==> src/rtl/seg_scan_ctrl.sv <==
// -----------------------------------------------------------------------------
// seg_scan_ctrl
//
// Time-multiplexed scan controller for an N-digit common-anode seven-segment
// display. A packed hex/BCD value is captured into a pending register. It moves
// to the display register only on a frame boundary, so a frame never mixes old
// and new digits. Each digit owns one refresh slot of REFRESH_DIV cycles. The
// first DEAD_CYC cycles of every slot keep all anodes off, which prevents
// ghosting between neighbouring digits. Optional leading-zero suppression
// blanks high-order zero digits.
//
// Ports
//   clk         system clock
//   rst_n       asynchronous active-low reset
//   value       packed digits, digit k = value[4k+3:4k], digit 0 rightmost
//   load        one-cycle strobe, captures value into the pending register
//   lzs         leading-zero suppression enable
//   en          scan enable; when low the slot position holds and anodes go off
//   bcd         4-bit code of the current digit, to the segment decoder
//   an          anode enables, active low, at most one bit low
//   digit_idx   index of the digit in the current slot
//   frame_tick  one-cycle pulse on the edge where digit_idx wraps to 0
//   busy        a pending load is waiting for the next frame boundary
// -----------------------------------------------------------------------------
module seg_scan_ctrl #(
  parameter int N_DIGITS    = 4,
  parameter int REFRESH_DIV = 50000,
  parameter int DEAD_CYC    = 2
) (
  input  logic                          clk,
  input  logic                          rst_n,
  input  logic [4*N_DIGITS-1:0]         value,
  input  logic                          load,
  input  logic                          lzs,
  input  logic                          en,
  output logic [3:0]                    bcd,
  output logic [N_DIGITS-1:0]           an,
  output logic [$clog2(N_DIGITS)-1:0]   digit_idx,
  output logic                          frame_tick,
  output logic                          busy
);

  localparam int IDX_W = $clog2(N_DIGITS);
  localparam int CNT_W = (REFRESH_DIV > 1) ? $clog2(REFRESH_DIV) : 1;

  localparam logic [CNT_W-1:0] CNT_LAST = CNT_W'(REFRESH_DIV - 1);
  localparam logic [IDX_W-1:0] IDX_LAST = IDX_W'(N_DIGITS - 1);

  // State
  logic [CNT_W-1:0]      cnt_q,  cnt_d;
  logic [IDX_W-1:0]      idx_q,  idx_d;
  logic [4*N_DIGITS-1:0] disp_q, disp_d;
  logic [4*N_DIGITS-1:0] pend_q, pend_d;
  logic                  busy_q, busy_d;
  logic [3:0]            bcd_q,  bcd_d;
  logic [N_DIGITS-1:0]   an_q,   an_d;
  logic                  tick_q, tick_d;

  // Combinational helpers
  logic                  slot_end;
  logic                  frame_end;
  logic                  in_dead;
  logic                  lead_nz;
  logic [N_DIGITS-1:0]   blank;

  // Slot counter and digit index. Everything downstream works from the
  // next-state values so the registered outputs line up with cnt/digit_idx.
  // NOTE: every signal assigned in an always_comb gets a default at the top,
  // otherwise a path that skips the assignment infers a latch.
  always_comb begin
    slot_end  = en && (cnt_q == CNT_LAST);
    frame_end = slot_end && (idx_q == IDX_LAST);
    cnt_d     = cnt_q;
    idx_d     = idx_q;
    if (en) begin
      if (slot_end) begin
        cnt_d = '0;
        idx_d = (idx_q == IDX_LAST) ? '0 : idx_q + 1'b1;
      end else begin
        cnt_d = cnt_q + 1'b1;
      end
    end
  end

  // Tear-free loading. The display takes the pending value as it stood before
  // this edge, so a load landing on the wrap edge waits for the next frame.
  // That load also keeps busy set.
  always_comb begin
    pend_d = load ? value : pend_q;
    disp_d = (frame_end && busy_q) ? pend_q : disp_q;
    busy_d = load || (busy_q && !frame_end);
    tick_d = frame_end;
  end

  // Dead time at the start of each slot. With DEAD_CYC = 0 the comparison
  // would be constant, so that case is split out.
  generate
    if (DEAD_CYC == 0) begin : g_no_dead
      assign in_dead = 1'b0;
    end else begin : g_dead
      assign in_dead = (cnt_d < CNT_W'(DEAD_CYC));
    end
  endgenerate

  // blank[k] is set when digit k and every digit above it are zero. Digit 0 is
  // never blanked, so a value of all zeros still shows a single 0.
  always_comb begin
    lead_nz = 1'b0;
    blank   = '0;
    for (int k = N_DIGITS - 1; k >= 0; k--) begin
      lead_nz  = lead_nz | (|disp_d[4*k +: 4]);
      blank[k] = ~lead_nz;
    end
    blank[0] = 1'b0;
  end

  // Output decode. A suppressed digit still drives its code on bcd; only its
  // anode stays off.
  always_comb begin
    bcd_d = disp_d[{idx_d, 2'b00} +: 4];
    if (!en || in_dead || (lzs && blank[idx_d])) begin
      an_d = '1;
    end else begin
      an_d = ~({{(N_DIGITS-1){1'b0}}, 1'b1} << idx_d);
    end
  end

  // NOTE: sequential state uses non-blocking assignments only, so every
  // register samples the pre-edge values regardless of statement order.
  // NOTE: the pending and display registers are reset along with the control
  // state, so a reset drops any queued load and the first frame shows zeros.
  always_ff @(posedge clk or negedge rst_n) begin
    if (!rst_n) begin
      cnt_q  <= '0;
      idx_q  <= '0;
      disp_q <= '0;
      pend_q <= '0;
      busy_q <= 1'b0;
      bcd_q  <= 4'h0;
      an_q   <= '1;
      tick_q <= 1'b0;
    end else begin
      cnt_q  <= cnt_d;
      idx_q  <= idx_d;
      disp_q <= disp_d;
      pend_q <= pend_d;
      busy_q <= busy_d;
      bcd_q  <= bcd_d;
      an_q   <= an_d;
      tick_q <= tick_d;
    end
  end

  assign bcd        = bcd_q;
  assign an         = an_q;
  assign digit_idx  = idx_q;
  assign frame_tick = tick_q;
  assign busy       = busy_q;

endmodule
==> config.mk <==
export PLATFORM = sky130hd
export DESIGN_NAME = seg_scan_ctrl
export DESIGN_NICKNAME = d
export VERILOG_FILES = /design/src/rtl/seg_scan_ctrl.sv
export SDC_FILE = /design/constraint.sdc
export NUM_CORES = 1
export LEC_CHECK = 0
export CORE_MARGIN = 4
export CORE_UTILIZATION = 50
export CTS_CLUSTER_SIZE = 40
export DETAILED_ROUTE_END_ITERATION = 16
export PLACE_DENSITY = 0.79
export REMOVE_ABC_BUFFERS = 1
export SYNTH_ARGS = -nofsm -noshare
export SYNTH_HDL_FRONTEND = slang
export SYNTH_SLANG_ARGS = --single-unit
==> constraint.sdc <==
create_clock -name clk -period 2.63 [get_ports clk]
set_input_delay 0.526 -clock clk [delete_from_list [all_inputs] [get_ports clk]]
set_output_delay 0.526 -clock clk [all_outputs]
set_load 0.02 [all_outputs]
After elaboration in Yosys (flattened, before gate mapping)
Cells that the tools add are included.
W data, S select, Z words.
- word-level logic and storage cells: 44
- register bits: 60
- input bits: 21
- $lt $le $gt $ge: 2
- add/subtract/negate cells: 2
- eq/ne operators: 2
- mux-type cells: 9
- bitwise operators: 6
- shift operators: 2
- reductions and logical operators: 13
- operators by type and width (operator ; count):
    $mux W16 ; 3
    $add A16 B1 Y16 const B ; 1
    $eq A16 B16 Y1 const B ; 1
    $lt A16 B2 Y1 const B ; 1
    $shiftx A16 B5 Y4 ; 1
    $reduce_or A4 Y1 ; 3
    $mux W2 ; 3
    $logic_and A1 B1 Y1 ; 5
    $mux W4 ; 1
    $not A4 Y4 ; 1
    $shl A1 B2 Y4 const A ; 1
    $logic_or A1 B1 Y1 ; 3
    $lt A2 B3 Y1 const B ; 1
    $not A1 Y1 ; 3
    $add A2 B1 Y2 const B ; 1
    $bmux W1 S2 ; 1
    $eq A2 B2 Y1 const B ; 1
    $logic_not A1 Y1 ; 2
    $or A1 B1 Y1 ; 2
    $mux W1 ; 1

Longest topological paths before layout
- depth in word-level cells: 14
- depth in mapped cells: 9
- mapped depth without buffers: 8

Least setup slack after synthesis
Ideal clock, no wire load.
- kind: flip-flop to flip-flop
- start: register cnt_q[12]
- end: register bcd_q[2] (netlist: bcd[2])
- stages on the path, launching flop included: 7
- arrival: 2.714 ns
- setup slack: -0.205 ns
- period minus slack after synthesis: 2.835 ns
- buffers on the path: 0
- required time: 2.510 ns
- path through: dfrtp_1 > or4b_4 > nor4_4 > mux2i_2 > clkinv_1 > or3_1 > o211a_1
- elaborated cells between the ends (all ways): 8
- classes of those cells: eq/ne (1); shift (1); mux (3); reduce/logical (3)
- RTL lines (what ; RTL line ; source):
    start: declaration ; 50 ; logic [CNT_W-1:0] cnt_q, cnt_d;
    start signal: assignment ; 143 ; cnt_q <= cnt_d;
    $eq A16 B16 Y1 ; 71 ; slot_end = en && (cnt_q == CNT_LAST);
    $logic_and A1 B1 Y1 ; 71 ;
    $mux W2 ; 76 ; if (slot_end) begin
    $mux W2 ; 75 ; if (en) begin
    via idx_d[1] ; 51 ; logic [IDX_W-1:0] idx_q, idx_d;
    $shiftx A16 B5 Y4 ; 120 ; bcd_d = disp_d[{idx_d, 2'b00} +: 4];
    via bcd_d[2] ; 55 ; logic [3:0] bcd_q, bcd_d;
    end signal: assignment ; 139 ; bcd_q <= 4'h0;
    end signal: assignment ; 148 ; bcd_q <= bcd_d;
    end: declaration ; 55 ;
The timed path passes the listed nets, and every way through them passes these cells.
A chain may end at the register's enable or synchronous reset.

Final worst setup path
- start: register cnt_q[11]
- end: register bcd_q[2] (netlist: bcd[2])
Same word-level chain as after synthesis.

==> out/metrics.yaml <==
placed_design:
  io_buffers: 32
  hpwl_um: 4240
  placed_area_sq_um: 3320
  place.gp.congestion: 0.892
  dp.cells: 341
finish:
  diodes: 0
  syn_to_final_growth_pct: 24.4
  fin_nets: 303
  drive_gt1_frac: 0.284
  fin_cells: 357
  stdcell_area_sq_um: 3500
  final_core_util: 0.640
cts:
  cts_buffers: 9
  cts_buffer_depth: 2
  clk-insertion-delay-late_ps: 340
  clkSlewWorstSetupHoldPaths_ps: 70
  cts_sinks: 60
  htree_levels: 3
  root_buffer: "clkbuf_8"
  tritoncts: "done"
  cts_setup_buffers: 0
sta:
  finalHoldViolCount: 0
  drv_slew: 0
  period_needed_ps: 2530
  worst_pin_slew_ps: 787
  timing.fmax_mhz: 396
  max-slew-margin-rel: 0.474
  skew_ps: 7.23
  setup_viol: 0
  tns_ps: 0
  rsz0062_at_grt: "no"
  fin_hold_ws_ps: 184
  timing.final.crit_share: 0.961
flow_run:
  cap_violations: 0
worst_setup_path:
  cpMaxStageDelayCell: "or4b_4"
  worstReg2RegStart: "cnt_q[11]"
  reg2regPathDepth: 7
  cp_num_buf_inv: 2
  crit_type: "flop to flop"
  reg2reg_slack_ps: 100
  worstSetupStartpointType: "flop"
  cp.required_ps: 2860
  critPathArrivalTime_ps: 2760
  r2r-end: "bcd[2]"
  path_cells: "or4b_4 > nor4_4 > buf_4 > mux2i_2 > clkinv_1 > or3_1 > o211a_1"
  cp_max_fo: 4
  endpoint_kind: "flop"
  critPathMaxStageDelay_ps: 600
  cp_top_family: "simple AND/OR/NAND/NOR gates"
synthesis:
  synth_ff_type: "dfrtp_1"
  async_reset_ff_frac: 1.00
  ys_types: 45
  syn_area_sq_um: 2820
  avgSynthCellArea_sq_um: 12.4
  synth-edff-count: 0
  synthCells: 227
  synth-seq-area-share: 0.535
  yosys_warnings: 0
  synth-seq-cells: 60
detailed_routing:
  routed_wl_um: 5760
  drtIter0Drc: 168
  routedWlPerCell_um: 16.1
  num_vias: 1976
  first_pass_iters: 4
  antenna_left: 0
  drc: 0
  drt-vias-per-instance: 5.54
grt:
  grt_first_pass_wirelength_um: 9890
  grt_pass1_vias: 2108
  grt_max_degree: 61
  overflow: 0
  antenna_found_initial: 0
  grt_usage: 0.180
pwr:
  vdd_drop_max_mv: 0.464
  power.density_nw_per_um2: 617
  power.leakage_nw: 1.66
floorplanning:
  start_util: 0.515
  ios: 33
  rows: 27
  die_h_um: 83.1
  dieArea_sq_um: 6900
  core_area_sq_um: 5470
  fp.dieW_um: 83.1
worst_hold_path:
  hold_path_class: "primary input to async pin"
outcome:
  outcome: "finished clean"
cell type report:
cell class,instances,area (sq um)
clock inverters,6,40.0
fillers,444,1970
repair buffers,51,470
clock buffers,10,138
flip-flops and latches,60,1510
well taps,72,90.1
inverters,8,30.0
multi-input cells,150,1230
cells by family after synthesis:
group,after synthesis,synth area share
AOI/OAI and AO/OA,16,0.0435
xor gates and xnor gates,9,0.0280
adders and majority gates,2,0.00888
buffers and inverters,17,0.0311
DFF,60,0.535
muxes,47,0.191
and+or+nand+nor,76,0.163
worst max-delay path by stage:
| stage | start | to | slack [ps] | cells past startpoint |
|---|---|---|---|---|
| after floorplan | cnt_q[12] | bcd[2] | -230 | 6 |
| after global placement | en | an[3] | -100 | 8 |
| after detailed placement | en | an[3] | -120 | 8 |
| after CTS | cnt_q[11] | an[1] | 90 | 7 |
| after global routing | cnt_q[11] | bcd[2] | 5 | 7 |
| final | cnt_q[11] | bcd[2] | 100 | 7 |
synth_stat cells (3+ instances only):
cell      instances  area, sq um
dfstp_2           4          105
mux2i_1          13          130
or3_1             3         18.8
or4_1             3         22.5
nor3_1            6         30.0
clkbuf_1          7         26.3
mux2_2           27          304
nor4_1           12         75.1
dfrtp_1          56         1400
and4_1            5         43.8
nor2_1            6         22.5
xor2_1            7         61.3
inv_1             6         22.5
nand2_1          18         67.6
nand4_1           6         37.5
nand3_1           5         25.0
mux2_4            6         90.1
metrics by stage:
step / setup slack [ps] / power (mW)
2_1_floorplan: -227 / 1.28
3_3_place_gp: -96.8 / 1.43
3_5_place_dp: -124 / 1.44
4_1_cts: 86.3 / 2.19
5_1_grt: 5.44 / 2.29
6_report: 103 / 2.16
cell usage in the layout (no fill, tap or decap), drive strengths merged, types with 3 or more instances in the layout:
cell type      synthesis  final
and4                   5      5
mux2i                 14     14
dfrtp                 56     56
buf                    2     20
nand2                 18     18
or3                    3      3
nor3                   6      6
clkbuf                 7     10
xor2                   7      7
clkinvlp               0      4
or4                    3      3
clkinv                 2      3
mux2                  33     33
inv                    6      7
dfstp                  4      4
nand3                  6      6
nor2                   6      6
nor4                  13     13
clkdlybuf4s50          0     31
nand4                  7      7
per-layer routing:
metal	vias to the layer above	track usage	share of wire
met4	0	0.0535	0.0094
met3	6	0.0685	0.059
met2	60	0.294	0.50
met1	967	0.221	0.43
met5	-	0	0
li1	943	-	-
timing repair:
item,4_1_cts,5_1_grt
hold buffers,0,0
setup endpoints to repair,0,2
gates resized for setup,0,2
where the power goes:
group          switching, mW  internal (mW)
logic                  0.183          0.172
registers             0.0778          0.995
clock network          0.372          0.363
total                  0.633           1.53
flip-flops by register name, indices dropped and copies added (netlist names):
signal,cells
cnt_q,16
disp_q,16
pend_q,16
an,4
bcd,4
digit_idx,2
busy,1
frame_tick,1
Power figures use the tool's default switching activity.
